## config.mk

```make
export PLATFORM = sky130hd
export DESIGN_NAME = hazard_ctrl
export DESIGN_NICKNAME = d
export VERILOG_FILES = /design/src/rtl/cpu_pkg.sv /design/src/rtl/hazard_cmp.sv /design/src/rtl/hazard_ctrl.sv
export SDC_FILE = /design/constraint.sdc
export NUM_CORES = 1
export LEC_CHECK = 0
export BUFFER_PORTS_ARGS = -buffer_cell sky130_fd_sc_hd__buf_4
export CORE_AREA = 2 2 39 41
export CTS_CLUSTER_SIZE = 30
export DETAILED_ROUTE_END_ITERATION = 10
export DIE_AREA = 0 0 41 43
export GPL_TIMING_DRIVEN = 0
export PLACE_DENSITY = 0.51
export SETUP_SLACK_MARGIN = 0.2
export SLEW_MARGIN = 20
export SYNTH_ARGS = -nofsm -noshare
export SYNTH_HDL_FRONTEND = slang
export SYNTH_SLANG_ARGS = --single-unit
```

## constraint.sdc

```tcl
create_clock -name clk -period 3.9 [get_ports clk]
set_clock_uncertainty 0.2 [all_clocks]
set_input_delay 0.195 -clock clk [delete_from_list [all_inputs] [get_ports clk]]
set_output_delay 0.195 -clock clk [all_outputs]
set_load 0.01 [all_outputs]
```

## src/rtl/cpu_pkg.sv

```systemverilog
// Shared definitions for the 16-bit five-stage core: register addressing and
// the hazard controller state encoding.
package cpu_pkg;

  localparam int REG_W = 4;
  localparam logic [REG_W-1:0] REG_ZERO = 4'h0;

  typedef enum logic [0:0] {
    IDLE   = 1'b0,
    LSTALL = 1'b1
  } hz_state_e;

endpackage : cpu_pkg

```

## src/rtl/hazard_cmp.sv

```systemverilog
// Combinational load-use comparator: flags when a load in EX writes a register
// the instruction in ID reads. Register 0 is hardwired and never hazards.
module hazard_cmp
  import cpu_pkg::*;
(
  input  logic [REG_W-1:0] op1_i,
  input  logic [REG_W-1:0] op2_i,
  input  logic             use1_i,
  input  logic             use2_i,
  input  logic [REG_W-1:0] dest_i,
  input  logic             rd_i,
  output logic             hit_o
);

  logic match1;
  logic match2;

  assign match1 = use1_i && (op1_i == dest_i);
  assign match2 = use2_i && (op2_i == dest_i);
  assign hit_o  = rd_i && (dest_i != REG_ZERO) && (match1 || match2);

endmodule : hazard_cmp

```

## src/rtl/hazard_ctrl.sv

```systemverilog
// Pipeline hazard controller: load-use bubbles and taken-branch squash.
// Optional perf counters load_stalls/br_flushes are enabled by HAZARD_PERF_EN.
module hazard_ctrl
  import cpu_pkg::*;
#(
  parameter int LOAD_BUBBLES = 1,
  parameter int CNT_W        = 3
) (
  input  logic             clk,
  input  logic             reset,
  input  logic [REG_W-1:0] id_op1,
  input  logic [REG_W-1:0] id_op2,
  input  logic             id_use1,
  input  logic             id_use2,
  input  logic [REG_W-1:0] ex_dest,
  input  logic             ex_r,
  input  logic             br_taken,
  output logic             stall,
  output logic             pc_hold,
  output logic             ifid_hold,
  output logic             ifid_flush,
  output logic             busy
`ifdef HAZARD_PERF_EN
  ,
  output logic [15:0]      load_stalls,
  output logic [15:0]      br_flushes
`endif
);

  if (LOAD_BUBBLES < 1 || LOAD_BUBBLES > (1 << CNT_W)) begin : g_bad_param
    $error("hazard_ctrl: LOAD_BUBBLES=%0d out of range for CNT_W=%0d", LOAD_BUBBLES, CNT_W);
  end

  localparam logic [CNT_W-1:0] CNT_INIT = CNT_W'(LOAD_BUBBLES - 1);
  localparam logic [CNT_W-1:0] CNT_ONE  = CNT_W'(1);

  hz_state_e        state_q, state_d;
  logic [CNT_W-1:0] count_q, count_d;
  logic             hit;
  logic             load_stall;

  hazard_cmp u_cmp (
    .op1_i  (id_op1),
    .op2_i  (id_op2),
    .use1_i (id_use1),
    .use2_i (id_use2),
    .dest_i (ex_dest),
    .rd_i   (ex_r),
    .hit_o  (hit)
  );

  // A taken branch overrides both a fresh hit and any remaining bubbles.
  always_comb begin
    state_d    = state_q;
    count_d    = count_q;
    stall      = 1'b0;
    pc_hold    = 1'b0;
    ifid_hold  = 1'b0;
    ifid_flush = 1'b0;
    load_stall = 1'b0;
    busy       = (state_q != IDLE);
    if (br_taken) begin
      stall      = 1'b1;
      ifid_flush = 1'b1;
      state_d    = IDLE;
      count_d    = '0;
    end else if (state_q == LSTALL) begin
      stall      = 1'b1;
      pc_hold    = 1'b1;
      ifid_hold  = 1'b1;
      load_stall = 1'b1;
      if (count_q <= CNT_ONE) begin
        state_d = IDLE;
        count_d = '0;
      end else begin
        count_d = count_q - CNT_ONE;
      end
    end else if (hit) begin
      stall      = 1'b1;
      pc_hold    = 1'b1;
      ifid_hold  = 1'b1;
      load_stall = 1'b1;
      if (LOAD_BUBBLES > 1) begin
        state_d = LSTALL;
        count_d = CNT_INIT;
      end
    end
  end

  always_ff @(posedge clk or posedge reset) begin
    if (reset) begin
      state_q <= IDLE;
      count_q <= '0;
    end else begin
      state_q <= state_d;
      count_q <= count_d;
    end
  end

`ifdef HAZARD_PERF_EN
  logic [15:0] load_stalls_q, br_flushes_q;

  always_ff @(posedge clk or posedge reset) begin
    if (reset) begin
      load_stalls_q <= '0;
      br_flushes_q  <= '0;
    end else begin
      if (load_stall && load_stalls_q != 16'hFFFF) load_stalls_q <= load_stalls_q + 16'd1;
      if (ifid_flush && br_flushes_q != 16'hFFFF)  br_flushes_q  <= br_flushes_q + 16'd1;
    end
  end

  assign load_stalls = load_stalls_q;
  assign br_flushes  = br_flushes_q;
`endif

endmodule : hazard_ctrl

```

### Word-level counts from Yosys, hierarchy flattened

Cells that the tools add are included.

* register bits after elaboration: 4
* input bits: 18
* word-level logic and storage cells: 24

* $add $sub $neg: 1
* $lt $le $gt $ge: 1
* equal/unequal tests: 2
* muxes and demuxes: 11
* reduce and logical (&&, ||, !) cells: 7

Operator list (number)
* $mux 3: 3
* $eq 4x4->1: 2
* $mux 1: 8
* $logic_and 1x1->1: 4
* $reduce_bool 4->1: 1
* $le 3x1->1 const B: 1
* $sub 3x1->3 const B: 1
* $reduce_bool 2->1: 1
* $logic_or 1x1->1: 1

### Logic depth before layout (Yosys ltp)

Gate-level depths: netlist of the first run.

* depth after elaboration: 7
* depth in mapped cells: 5
* gate-level depth less buffers: 5

### By module

Synthesis of the first run repeated with hierarchy kept, for this count alone.

* cells, all modules: 44
* area, all modules: 367.9 sq um

Modules (own cells, without submodules)
* hazard_ctrl: instances 1, cells each 30, area each 264.0 sq um, sequential area each 100.1 sq um
* hazard_cmp: instances 1, cells each 14, area each 103.8 sq um, sequential area each 0.0 sq um

### Least setup slack after synthesis of the first run

OpenSTA, ideal clock, no wires.

* path kind: input to output
* start: in ex_dest[0]
* end: out pc_hold
* arrival time: 1126 ps
* setup slack: 2379 ps
* stages: 5
* buffers on the path: 1
* cells stage by stage: xor2_1 > nor3_2 > nand4_1 > a31oi_1 > buf_4

* cells in the longest elaborated chain, start to end: 7
* elaborated cells on any way between the ends: 11
* those cells by class: eq/ne (2); mux (3); reduce/logical (6)

Ends and longest elaborated chain
* start: declaration: line hazard_ctrl.sv:15 `input logic [REG_W-1:0] ex_dest,`
* $eq 4x4->1 (on tied branches): line hazard_cmp.sv:18, hazard_cmp.sv:19
* $logic_and 1x1->1 (on tied branches): line hazard_cmp.sv:18, hazard_cmp.sv:19
* $logic_or 1x1->1: line hazard_cmp.sv:20 `assign hit_o = rd_i && (dest_i != REG_ZERO) && (match1 || match2);`
* $logic_and 1x1->1 (*): line hazard_cmp.sv:20
* $mux 1 (*) (3 in series)
* end: declaration: line hazard_ctrl.sv:19 `output logic pc_hold,`

Every way passes the cells marked *; elsewhere a longest branch is shown, timed or not.

### Worst setup path in the final report of the first run

* start: in ex_dest[0]
* end: out pc_hold

* cells in the longest elaborated chain, start to end: 7
* elaborated cells on any way between the ends: 11
* those cells by class: eq/ne (2); mux (3); reduce/logical (6)

Ends and longest elaborated chain
* $eq 4x4->1 (on tied branches): line hazard_cmp.sv:18, hazard_cmp.sv:19
* $logic_and 1x1->1 (on tied branches): line hazard_cmp.sv:18, hazard_cmp.sv:19
* $logic_or 1x1->1: line hazard_cmp.sv:20
* $logic_and 1x1->1 (*): line hazard_cmp.sv:20
* $mux 1 (*): line hazard_ctrl.sv:78 `end else if (hit) begin`
* $mux 1 (*): line hazard_ctrl.sv:67 `end else if (state_q == LSTALL) begin`
* $mux 1 (*): line hazard_ctrl.sv:62 `if (br_taken) begin`

Marked as above.

==> results of run 1 <==
==> area by class of cell <==
| class | count | share of cell area |
|---|---|---|
| multi-input combinational | 29 | 0.3685 |
| timing repair buffer | 23 | 0.3146 |
| sequential | 4 | 0.1798 |
| clock buffer | 3 | 0.04045 |
| tap | 16 | 0.03596 |
| inverter | 5 | 0.03371 |
| buffer | 2 | 0.02697 |
==> state kept, by name (all words and copies together) (netlist names) <==
name	flops
busy	1
count_q	3
==> routing by layer <==
| metal | vias to the layer above | track usage | wire (um) |
|---|---|---|---|
| met3 | 2 | 0.06806 | 76 |
| li1 | 184 | - | - |
| met4 | 0 | 0.06000 | 14 |
| met2 | 19 | 0.1594 | 345 |
| met5 | - | 0 | 0 |
| met1 | 142 | 0.1122 | 271 |
==> cell families after synthesis <==
group                      share of synthesized area
AOI/OAI and AO/OA                             0.1402
xor gates and xnor gates                      0.2067
adders and majority gates                    0.07379
buffers and inverters                        0.09962
DFF                                           0.2952
and+or+nand+nor                               0.1845
==> cells in the mapped netlist <==
cell                       count  area share
sky130_fd_sc_hd__nor2_1        2       0.022
sky130_fd_sc_hd__buf_4         2       0.044
sky130_fd_sc_hd__nand3_1       1       0.015
sky130_fd_sc_hd__nand2_1       3       0.033
sky130_fd_sc_hd__nand2b_1      1       0.018
sky130_fd_sc_hd__inv_1         5       0.055
sky130_fd_sc_hd__ha_1          2       0.074
sky130_fd_sc_hd__a21oi_1       2       0.030
sky130_fd_sc_hd__a31oi_1       1       0.018
sky130_fd_sc_hd__o41a_1        1       0.033
sky130_fd_sc_hd__xnor2_1       2       0.052
sky130_fd_sc_hd__dfrtp_1       4        0.30
sky130_fd_sc_hd__o21ai_0       4       0.059
sky130_fd_sc_hd__nand4_1       2       0.037
sky130_fd_sc_hd__xor2_1        6        0.15
sky130_fd_sc_hd__nor3_2        2       0.059
==> power groups by stage <==
stage          sequential, mW  combinational [mW]  clock [mW]
3_5_place_dp           0.0423              0.0322           0
2_1_floorplan          0.0423              0.0127           0
5_1_grt                0.0417              0.0354      0.0570
6_report               0.0418              0.0325      0.0501
4_1_cts                0.0417              0.0331      0.0537
3_3_place_gp           0.0423              0.0320           0
==> worst max path at each step <==
| stage | from | to | slack, ns | cells after the start |
|---|---|---|---|---|
| after detailed placement | ex_dest[0] | pc_hold | 2.24 | 7 |
| after CTS | ex_dest[0] | pc_hold | 2.23 | 7 |
| after global placement | ex_dest[0] | pc_hold | 2.23 | 7 |
| after global routing | ex_dest[0] | pc_hold | 2.18 | 7 |
| after floorplan | ex_dest[0] | pc_hold | 2.38 | 5 |
| final | ex_dest[0] | pc_hold | 2.25 | 6 |
==> stage by stage <==
step / power [mW] / area, um^2
global placement: 0.07428 / 524.3
floorplan: 0.05495 / 339.1
global route: 0.1341 / 556.8
detailed placement: 0.07448 / 524.3
CTS: 0.1285 / 556.8
finish: 0.1243 / 556.8
==> worst max-delay path, stage by stage <==
cell and delay [ns]:
sky130_fd_sc_hd__buf_4 0.13, sky130_fd_sc_hd__o41a_1 0.44, sky130_fd_sc_hd__nand4_1 0.12, sky130_fd_sc_hd__a31oi_1 0.11
sky130_fd_sc_hd__buf_4 0.14, sky130_fd_sc_hd__buf_4 0.13
==> results.py, run 1 <==
metrics = {
    "route": {
        "remaining_drc_errors": 0,
        "drt.antenna.violating_nets": 0,
        "wl_um": 708,
        "drt_first_iter_violations": 1,
        "dr.pass1.iters": 2,
        "vias": 347,
        "route.detailed.wl_per_inst_um": 8.634,
        "vias_per_cell": 4.232,
    },
    "floorplanning": {
        "floorplan.rows": 14,
        "dieHeight_um": 43,
        "i_o_pin_count": 23,
        "initial_util": 0.2450,
        "die_area_um2": 1763,
        "die_width_um": 41,
        "placeableCoreArea_um2": 1384,
    },
    "power": {
        "power.leakage_nw": 0.2844,
        "seq_power_share": 0.336,
        "switching_power_uw": 28.16,
        "p_clk_frac": 0.403,
        "power_per_cell_area_nw_per_um2": 223.3,
        "ir_worst_vdd_v": 0.0001176,
        "power_frac_comb": 0.261,
        "p_int_uw": 96.15,
        "sw_frac_of_total": 0.2265,
    },
    "layout": {
        "layout.core_utilization": 0.4024,
        "antenna_fix_cells": 0,
        "multiInputGateArea_um2": 205.2,
        "layout.cells.most_common_list": "24 x sky130_fd_sc_hd__buf_4, 6 x sky130_fd_sc_hd__xor2_1, 5 x sky130_fd_sc_hd__inv_1",
        "nFillCells": 157,
        "syn2layout_area_growth_pct": 64.21,
        "layout.nets": 88,
        "most_frequent_standard_cell_in_the_layout_excluding_fill_and_tap_cells": "sky130_fd_sc_hd__buf_4",
        "ratio_of_cells_with_drive_above_1_in_the_final_layout": 0.4394,
        "layoutNonFillerInstCount": 82,
        "ff_latch_area_um2": 100.1,
    },
    "yosys": {
        "cell_variety_after_synth": 16,
        "post_synth_inst_count": 40,
        "yosys_register_bits": 4,
        "syn-cell-area_um2": 339.1,
        "synth_sequential_area_ratio": 0.2952,
        "synth.net_count": 60,
        "synth_warn": 0,
        "average_cell_area_after_synthesis_um2": 8.477,
    },
    "worst_hold_path": {
        "min_path_cells": 4,
        "hold_path.class": "in -> reg",
        "hp-start": "br_taken",
        "hold-path-endpoint": "count_q[2]$_DFFE_PP0P_",
    },
    "clocking": {
        "cts.clk_slew.worst_paths_ns": 0.04,
        "cts.root.buffer_cell": "sky130_fd_sc_hd__clkbuf_4",
        "clk_path_buf_depth": 2,
        "post_cts_resize_count": 0,
        "cts_tree": "built",
        "post_cts_hold_buffer_count": 1,
        "cts_sinks": 4,
        "cts_post_setup_buffers_inserted": 0,
        "clkLatencyLatePin_ns": 0.23,
        "clock_tree.htree_level_count": 1,
        "cts_buffers": 3,
    },
    "worst_setup_path": {
        "worst_ep_required_time_ns": 3.50,
        "worstReg2RegEnd": "count_q[2]$_DFFE_PP0P_",
        "timing.reg2reg.worst_path_depth": 5,
        "critical_path_data_arrival_time_ns": 1.25,
        "critical_path.endpoint_type": "primary output",
        "critical_path_class": "in -> out",
        "r2r_start": "count_q[1]$_DFFE_PP0P_",
        "ff2ff_setup_slack_ns": 2.47,
        "path_max_fanout": 3,
        "crit_path_start_kind": "input port",
    },
    "placed_design": {
        "dp_slack_ns": 2.236,
        "place_inst": 78,
        "gp_routability_congestion": 0.6204,
        "hpwlAfterDp_um": 640.6,
        "port_buffers": 22,
    },
    "timing": {
        "setup_viol": 0,
        "fin_crit_sh": 0.4229,
        "finalHoldWorstSlack_ns": 0.07039,
        "unrepaired_setup_endpoints_after_global_routing": "no",
        "number_of_max_slew_violations_in_the_final_report": 0,
        "final.setup.worst_slack_ns": 2.251,
        "max_freq_ghz": 0.6064,
        "final.min_clock_period_ns": 1.649,
        "timing_worst_slew_pin_value_ns": 0.3695,
        "fin_setup_tns_ns": 0,
        "max-slew-margin-rel": 0.7510,
        "finalHoldViolations": 0,
    },
    "global_route": {
        "globalRouteOverflowTotal": 0,
        "global_route_wire_length_before_repair_mm": 1.262,
        "antenna_violations_before_repair": 0,
        "largest_net_degree_at_the_start_of_global_routing": 6,
        "grt_usage": 0.1083,
        "grt_pass1_vias": 348,
    },
    "run": {
        "maxCapViolations": 0,
    },
    "run_status": {
        "run_status": "finished, final reports clean",
    },
}
No activity file was read; power rests on OpenSTA's default activity.
==> inputs of run 2 (changes only) <==
Settings changed: PLACE_DENSITY 0.51 to 0.52.
Clock period 3.9 ns to 1.4 ns, I/O delays scaled along.
==> results.py, run 2 (synthesis results as in run 1) <==
metrics = {
    "route": {
        "drt.antenna.violating_nets": 0,
        "vias": 381,
        "dr.pass1.iters": 2,
        "wl_um": 880,
        "remaining_drc_errors": 0,
        "route.detailed.wl_per_inst_um": 10.00,
        "drt_first_iter_violations": 1,
        "vias_per_cell": 4.330,
    },
    "floorplanning": {
        "dieHeight_um": 43,
        "initial_util": 0.2450,
        "die_area_um2": 1763,
        "floorplan.rows": 14,
        "placeableCoreArea_um2": 1384,
        "die_width_um": 41,
        "i_o_pin_count": 23,
    },
    "placed_design": {
        "gp_routability_congestion": 0.7290,
        "dp_slack_ns": -0.02390,
        "hpwlAfterDp_um": 706.5,
        "port_buffers": 22,
    },
    "worst_setup_path": {
        "critical_path.endpoint_type": "primary output",
        "critical_path_class": "reg -> out",
        "worst_ep_required_time_ns": 1.13,
        "crit_path_start_kind": "register",
        "path_max_fanout": 4,
        "critical_path_data_arrival_time_ns": 1.09,
    },
    "global_route": {
        "antenna_violations_before_repair": 0,
        "global_route_wire_length_before_repair_mm": 1.600,
        "globalRouteOverflowTotal": 0,
        "largest_net_degree_at_the_start_of_global_routing": 6,
        "grt_pass1_vias": 383,
        "grt_usage": 0.1362,
    },
    "power": {
        "power_per_cell_area_nw_per_um2": 533.6,
        "power.leakage_nw": 0.3277,
        "ir_worst_vdd_v": 0.0004217,
    },
    "clocking": {
        "cts_sinks": 4,
        "clk_path_buf_depth": 2,
        "cts_tree": "built",
        "clkLatencyLatePin_ns": 0.24,
        "clock_tree.htree_level_count": 1,
        "cts_buffers": 3,
        "cts.root.buffer_cell": "sky130_fd_sc_hd__clkbuf_4",
        "cts.clk_slew.worst_paths_ns": 0.04,
    },
    "layout": {
        "largest_register": "count_q",
        "largest_reg_flops": 3,
        "antenna_fix_cells": 0,
        "ratio_of_cells_with_drive_above_1_in_the_final_layout": 0.6111,
        "syn2layout_area_growth_pct": 98.89,
        "layout.nets": 94,
        "layout.cells.most_common_list": "22 x sky130_fd_sc_hd__buf_4, 6 x sky130_fd_sc_hd__buf_6, 5 x sky130_fd_sc_hd__xor2_1",
        "most_frequent_standard_cell_in_the_layout_excluding_fill_and_tap_cells": "sky130_fd_sc_hd__buf_4",
    },
    "timing": {
        "finalHoldViolations": 2,
        "finalHoldWorstSlack_ns": -0.03126,
        "max_freq_ghz": 0.7338,
        "final.setup.worst_slack_ns": 0.03717,
        "fin_setup_tns_ns": 0,
        "fin_crit_sh": 0.9735,
        "unrepaired_setup_endpoints_after_global_routing": "yes",
        "timing_worst_slew_pin_value_ns": 0.2137,
        "number_of_max_slew_violations_in_the_final_report": 0,
        "setup_viol": 0,
        "max-slew-margin-rel": 0.8575,
        "final.min_clock_period_ns": 1.363,
    },
    "run": {
        "maxCapViolations": 0,
    },
    "run_status": {
        "run_status": "finished, violations left",
        "violated_checks": "negative hold slack",
    },
    "worst_hold_path": {
        "hold_path.class": "in -> reg",
    },
}
==> run 2: critical path, cell delays in order, from the launching register on <==
cell and delay (ns):
sky130_fd_sc_hd__dfrtp_1 0.40, sky130_fd_sc_hd__nor2_1 0.21, sky130_fd_sc_hd__nand3_1 0.09, sky130_fd_sc_hd__buf_4 0.15
==> run 2: power by group <==
part | switching, mW | leakage (nW) | internal, mW
Clock | 0.0467 | 0.0138 | 0.0958
Sequential | 0 | 0.0559 | 0.116
Combinational | 0.0376 | 0.258 | 0.0635
==> run 2: repair_timing <==
item / in CTS / in global routing
gates resized for setup: 14 / 5
hold endpoints to repair: 8 / 2
endpoints found under the setup margin: 7 / 8
pin swaps: 10 / 3
hold buffers: 1 / 1
buffers inserted: 4 / 1
==> run 2: final cells by class <==
cell class / instances / area (um^2)
buffer: 2 / 15.01
clock buffer: 3 / 22.52
fill: 146 / 709.4
inverter: 5 / 18.77
multi-input combinational: 29 / 245.2
sequential: 4 / 100.1
tap: 16 / 20.02
timing repair buffer: 29 / 252.7
==> run 2: per-layer routing <==
| layer | track usage | vias up | wire, um | part of all wire |
|---|---|---|---|---|
| li1 | - | 199 | - | - |
| met1 | 0.1601 | 173 | 354 | 0.40 |
| met2 | 0.2125 | 9 | 486 | 0.55 |
| met5 | 0 | - | 0 | 0 |
| met3 | 0.04712 | 0 | 40 | 0.045 |
| met4 | 0.06000 | 0 | 0 | 0 |
==> run 2: final timing paths <==
check,start,endpoint,depth (start not counted),slack [ns]
max,busy$_DFF_PP0_,stall,3,0.04
min reg2reg,count_q[1]$_DFFE_PP0P_,count_q[1]$_DFFE_PP0P_,2,0.32
max reg2reg,count_q[1]$_DFFE_PP0P_,count_q[0]$_DFFE_PP0P_,5,0.15
min,br_taken,count_q[1]$_DFFE_PP0P_,4,-0.03
min in group asynchronous,reset,busy$_DFF_PP0_,3,0.07
max in group asynchronous,reset,count_q[2]$_DFFE_PP0P_,3,0.77
==> run 2: stage by stage <==
stage	instance area (um^2)	cells	utilization	power, mW
floorplan	345.3	40	-	0.1533
global placement	530.5	78	0.3834	0.2080
detailed placement	530.5	78	0.3834	0.2086
CTS	634.4	86	0.4584	0.3636
global route	674.4	88	0.4873	0.3904
finish	674.4	88	0.4873	0.3599
==> inputs of run 3 (changes only) <==
Settings changed: SETUP_SLACK_MARGIN 0.2 to default.
==> results.py, run 3 (synthesis results as in run 1) <==
metrics = {
    "run_status": {
        "run_status": "finished, violations left",
        "violated_checks": "negative hold slack",
    },
    "global_route": {
        "globalRouteMet2Util": 0.1156,
        "grt_pass1_vias": 300,
        "grt.met1_usage": 0.1466,
        "globalRouteOverflowTotal": 0,
        "global_route_wire_length_before_repair_mm": 1.159,
        "global_route.peak_usage_layer": "met1",
        "grt_util_met3": 0.03141,
        "largest_net_degree_at_the_start_of_global_routing": 6,
        "grt_usage": 0.09476,
        "antenna_violations_before_repair": 0,
    },
    "timing": {
        "finalHoldWorstSlack_ns": -0.03268,
        "max_freq_ghz": 0.7612,
        "fin_crit_sh": 0.9384,
        "number_of_max_slew_violations_in_the_final_report": 0,
        "timing_worst_slew_pin_value_ns": 0.1816,
        "final.setup.worst_slack_ns": 0.08626,
        "setup_viol": 0,
        "max-slew-margin-rel": 0.8789,
        "final.min_clock_period_ns": 1.314,
        "finalHoldViolations": 3,
        "fin_setup_tns_ns": 0,
        "unrepaired_setup_endpoints_after_global_routing": "yes",
    },
    "worst_hold_path": {
        "min_path_cells": 4,
        "hold-path-endpoint": "busy$_DFF_PP0_",
        "hold_path.class": "in -> reg",
        "hp-start": "br_taken",
    },
    "worst_setup_path": {
        "ff2ff_setup_slack_ns": 0.10,
        "worst_ep_required_time_ns": 1.13,
        "critical_path.endpoint_type": "primary output",
        "crit_path_start_kind": "input port",
        "critical_path_data_arrival_time_ns": 1.04,
        "timing.reg2reg.worst_path_depth": 4,
        "worstReg2RegEnd": "count_q[0]$_DFFE_PP0P_",
        "critical_path_class": "in -> out",
        "path_max_fanout": 3,
        "r2r_start": "count_q[0]$_DFFE_PP0P_",
    },
    "layout": {
        "most_frequent_standard_cell_in_the_layout_excluding_fill_and_tap_cells": "sky130_fd_sc_hd__buf_4",
        "antenna_fix_cells": 0,
        "layoutNonFillerInstCount": 82,
        "layout.nets": 88,
        "ratio_of_cells_with_drive_above_1_in_the_final_layout": 0.4697,
        "syn2layout_area_growth_pct": 68.63,
        "layout.cells.most_common_list": "23 x sky130_fd_sc_hd__buf_4, 6 x sky130_fd_sc_hd__xor2_1, 5 x sky130_fd_sc_hd__inv_1",
        "largest_reg_flops": 3,
        "largest_register": "count_q",
    },
    "power": {
        "seq_power_share": 0.335,
        "sw_frac_of_total": 0.2237,
        "switching_power_uw": 77.62,
        "power_frac_comb": 0.269,
        "p_int_uw": 269.3,
        "p_clk_frac": 0.396,
        "final_power_uw": 347.0,
        "power_per_cell_area_nw_per_um2": 606.8,
        "ir_worst_vdd_v": 0.0003689,
        "power.leakage_nw": 0.2840,
    },
    "route": {
        "remaining_drc_errors": 0,
        "dr.pass1.iters": 3,
        "drt_first_iter_violations": 10,
        "vias": 343,
        "drt.antenna.violating_nets": 0,
        "vias_per_cell": 4.183,
        "route.detailed.wl_per_inst_um": 8.866,
        "wl_um": 727,
    },
    "placed_design": {
        "place_inst": 78,
        "gp_routability_congestion": 0.7104,
        "dp_slack_ns": -0.09274,
        "port_buffers": 22,
        "hpwlAfterDp_um": 637.3,
    },
    "floorplanning": {
        "dieHeight_um": 43,
        "i_o_pin_count": 23,
        "initial_util": 0.2450,
        "placeableCoreArea_um2": 1384,
        "die_width_um": 41,
        "floorplan.rows": 14,
        "die_area_um2": 1763,
    },
    "clocking": {
        "cts_sinks": 4,
        "cts_tree": "built",
        "clk_path_buf_depth": 2,
        "clkLatencyLatePin_ns": 0.23,
        "post_cts_hold_buffer_count": 2,
        "cts_post_setup_buffers_inserted": 0,
        "cts.clk_slew.worst_paths_ns": 0.04,
        "clock_tree.htree_level_count": 1,
        "cts_buffers": 3,
        "cts.root.buffer_cell": "sky130_fd_sc_hd__clkbuf_4",
    },
    "run": {
        "maxCapViolations": 0,
    },
}
run 3: worst max-delay path by stage:
stage,startpoint,endpoint,slack (ns)
finish,ex_dest[0],ifid_hold,0.09
global route,count_q[1]$_DFFE_PP0P_,count_q[1]$_DFFE_PP0P_,-0.000003
CTS,count_q[1]$_DFFE_PP0P_,count_q[2]$_DFFE_PP0P_,0.03
detailed placement,count_q[1]$_DFFE_PP0P_,count_q[2]$_DFFE_PP0P_,-0.09
global placement,count_q[1]$_DFFE_PP0P_,count_q[2]$_DFFE_PP0P_,-0.08
floorplan,count_q[1]$_DFFE_PP0P_,count_q[2]$_DFFE_PP0P_,0.10
run 3: critical path: stages:
cell,delay [ns]
sky130_fd_sc_hd__buf_4,0.13
sky130_fd_sc_hd__xor2_1,0.16
sky130_fd_sc_hd__nor3_2,0.16
sky130_fd_sc_hd__nand4_1,0.15
sky130_fd_sc_hd__a31oi_2,0.23
sky130_fd_sc_hd__buf_4,0.15
run 3: per-stage QoR:
step / util / area, um^2
after floorplan: - / 339.1
after global placement: 0.3788 / 524.3
after detailed placement: 0.3788 / 524.3
after CTS: 0.4087 / 565.5
after global routing: 0.4132 / 571.8
final: 0.4132 / 571.8
run 3: power groups by stage:
stage / Combinational [mW] / Clock, mW / Sequential [mW]
2_1_floorplan: 0.0354 / 0 / 0.118
3_3_place_gp: 0.0897 / 0 / 0.118
3_5_place_dp: 0.0895 / 0 / 0.118
4_1_cts: 0.0942 / 0.145 / 0.116
5_1_grt: 0.103 / 0.150 / 0.116
6_report: 0.0934 / 0.137 / 0.116
run 3: area by class of cell:
| cell class | count | area, um^2 |
|---|---|---|
| Inverter | 5 | 18.77 |
| Multi-Input combinational cell | 29 | 217.7 |
| Clock buffer | 3 | 22.52 |
| Sequential cell | 4 | 100.1 |
| Fill cell | 143 | 812.0 |
| Timing Repair Buffer | 24 | 185.2 |
| Buffer | 1 | 7.507 |
| Tap cell | 16 | 20.02 |
run 3: what timing repair did:
item                                    CTS  global route
endpoints found under the setup margin    4             4
cloned                                    0             0
resized for setup                         2             3
pin swaps                                 2             0
endpoints found under the hold margin     5             2
run 3: metal layers:
metal	wire length, um	up-vias	share of wire
met3	44	0	0.061
met4	0	0	0
li1	-	185	-
met5	0	-	0
met1	337	149	0.46
met2	345	9	0.47
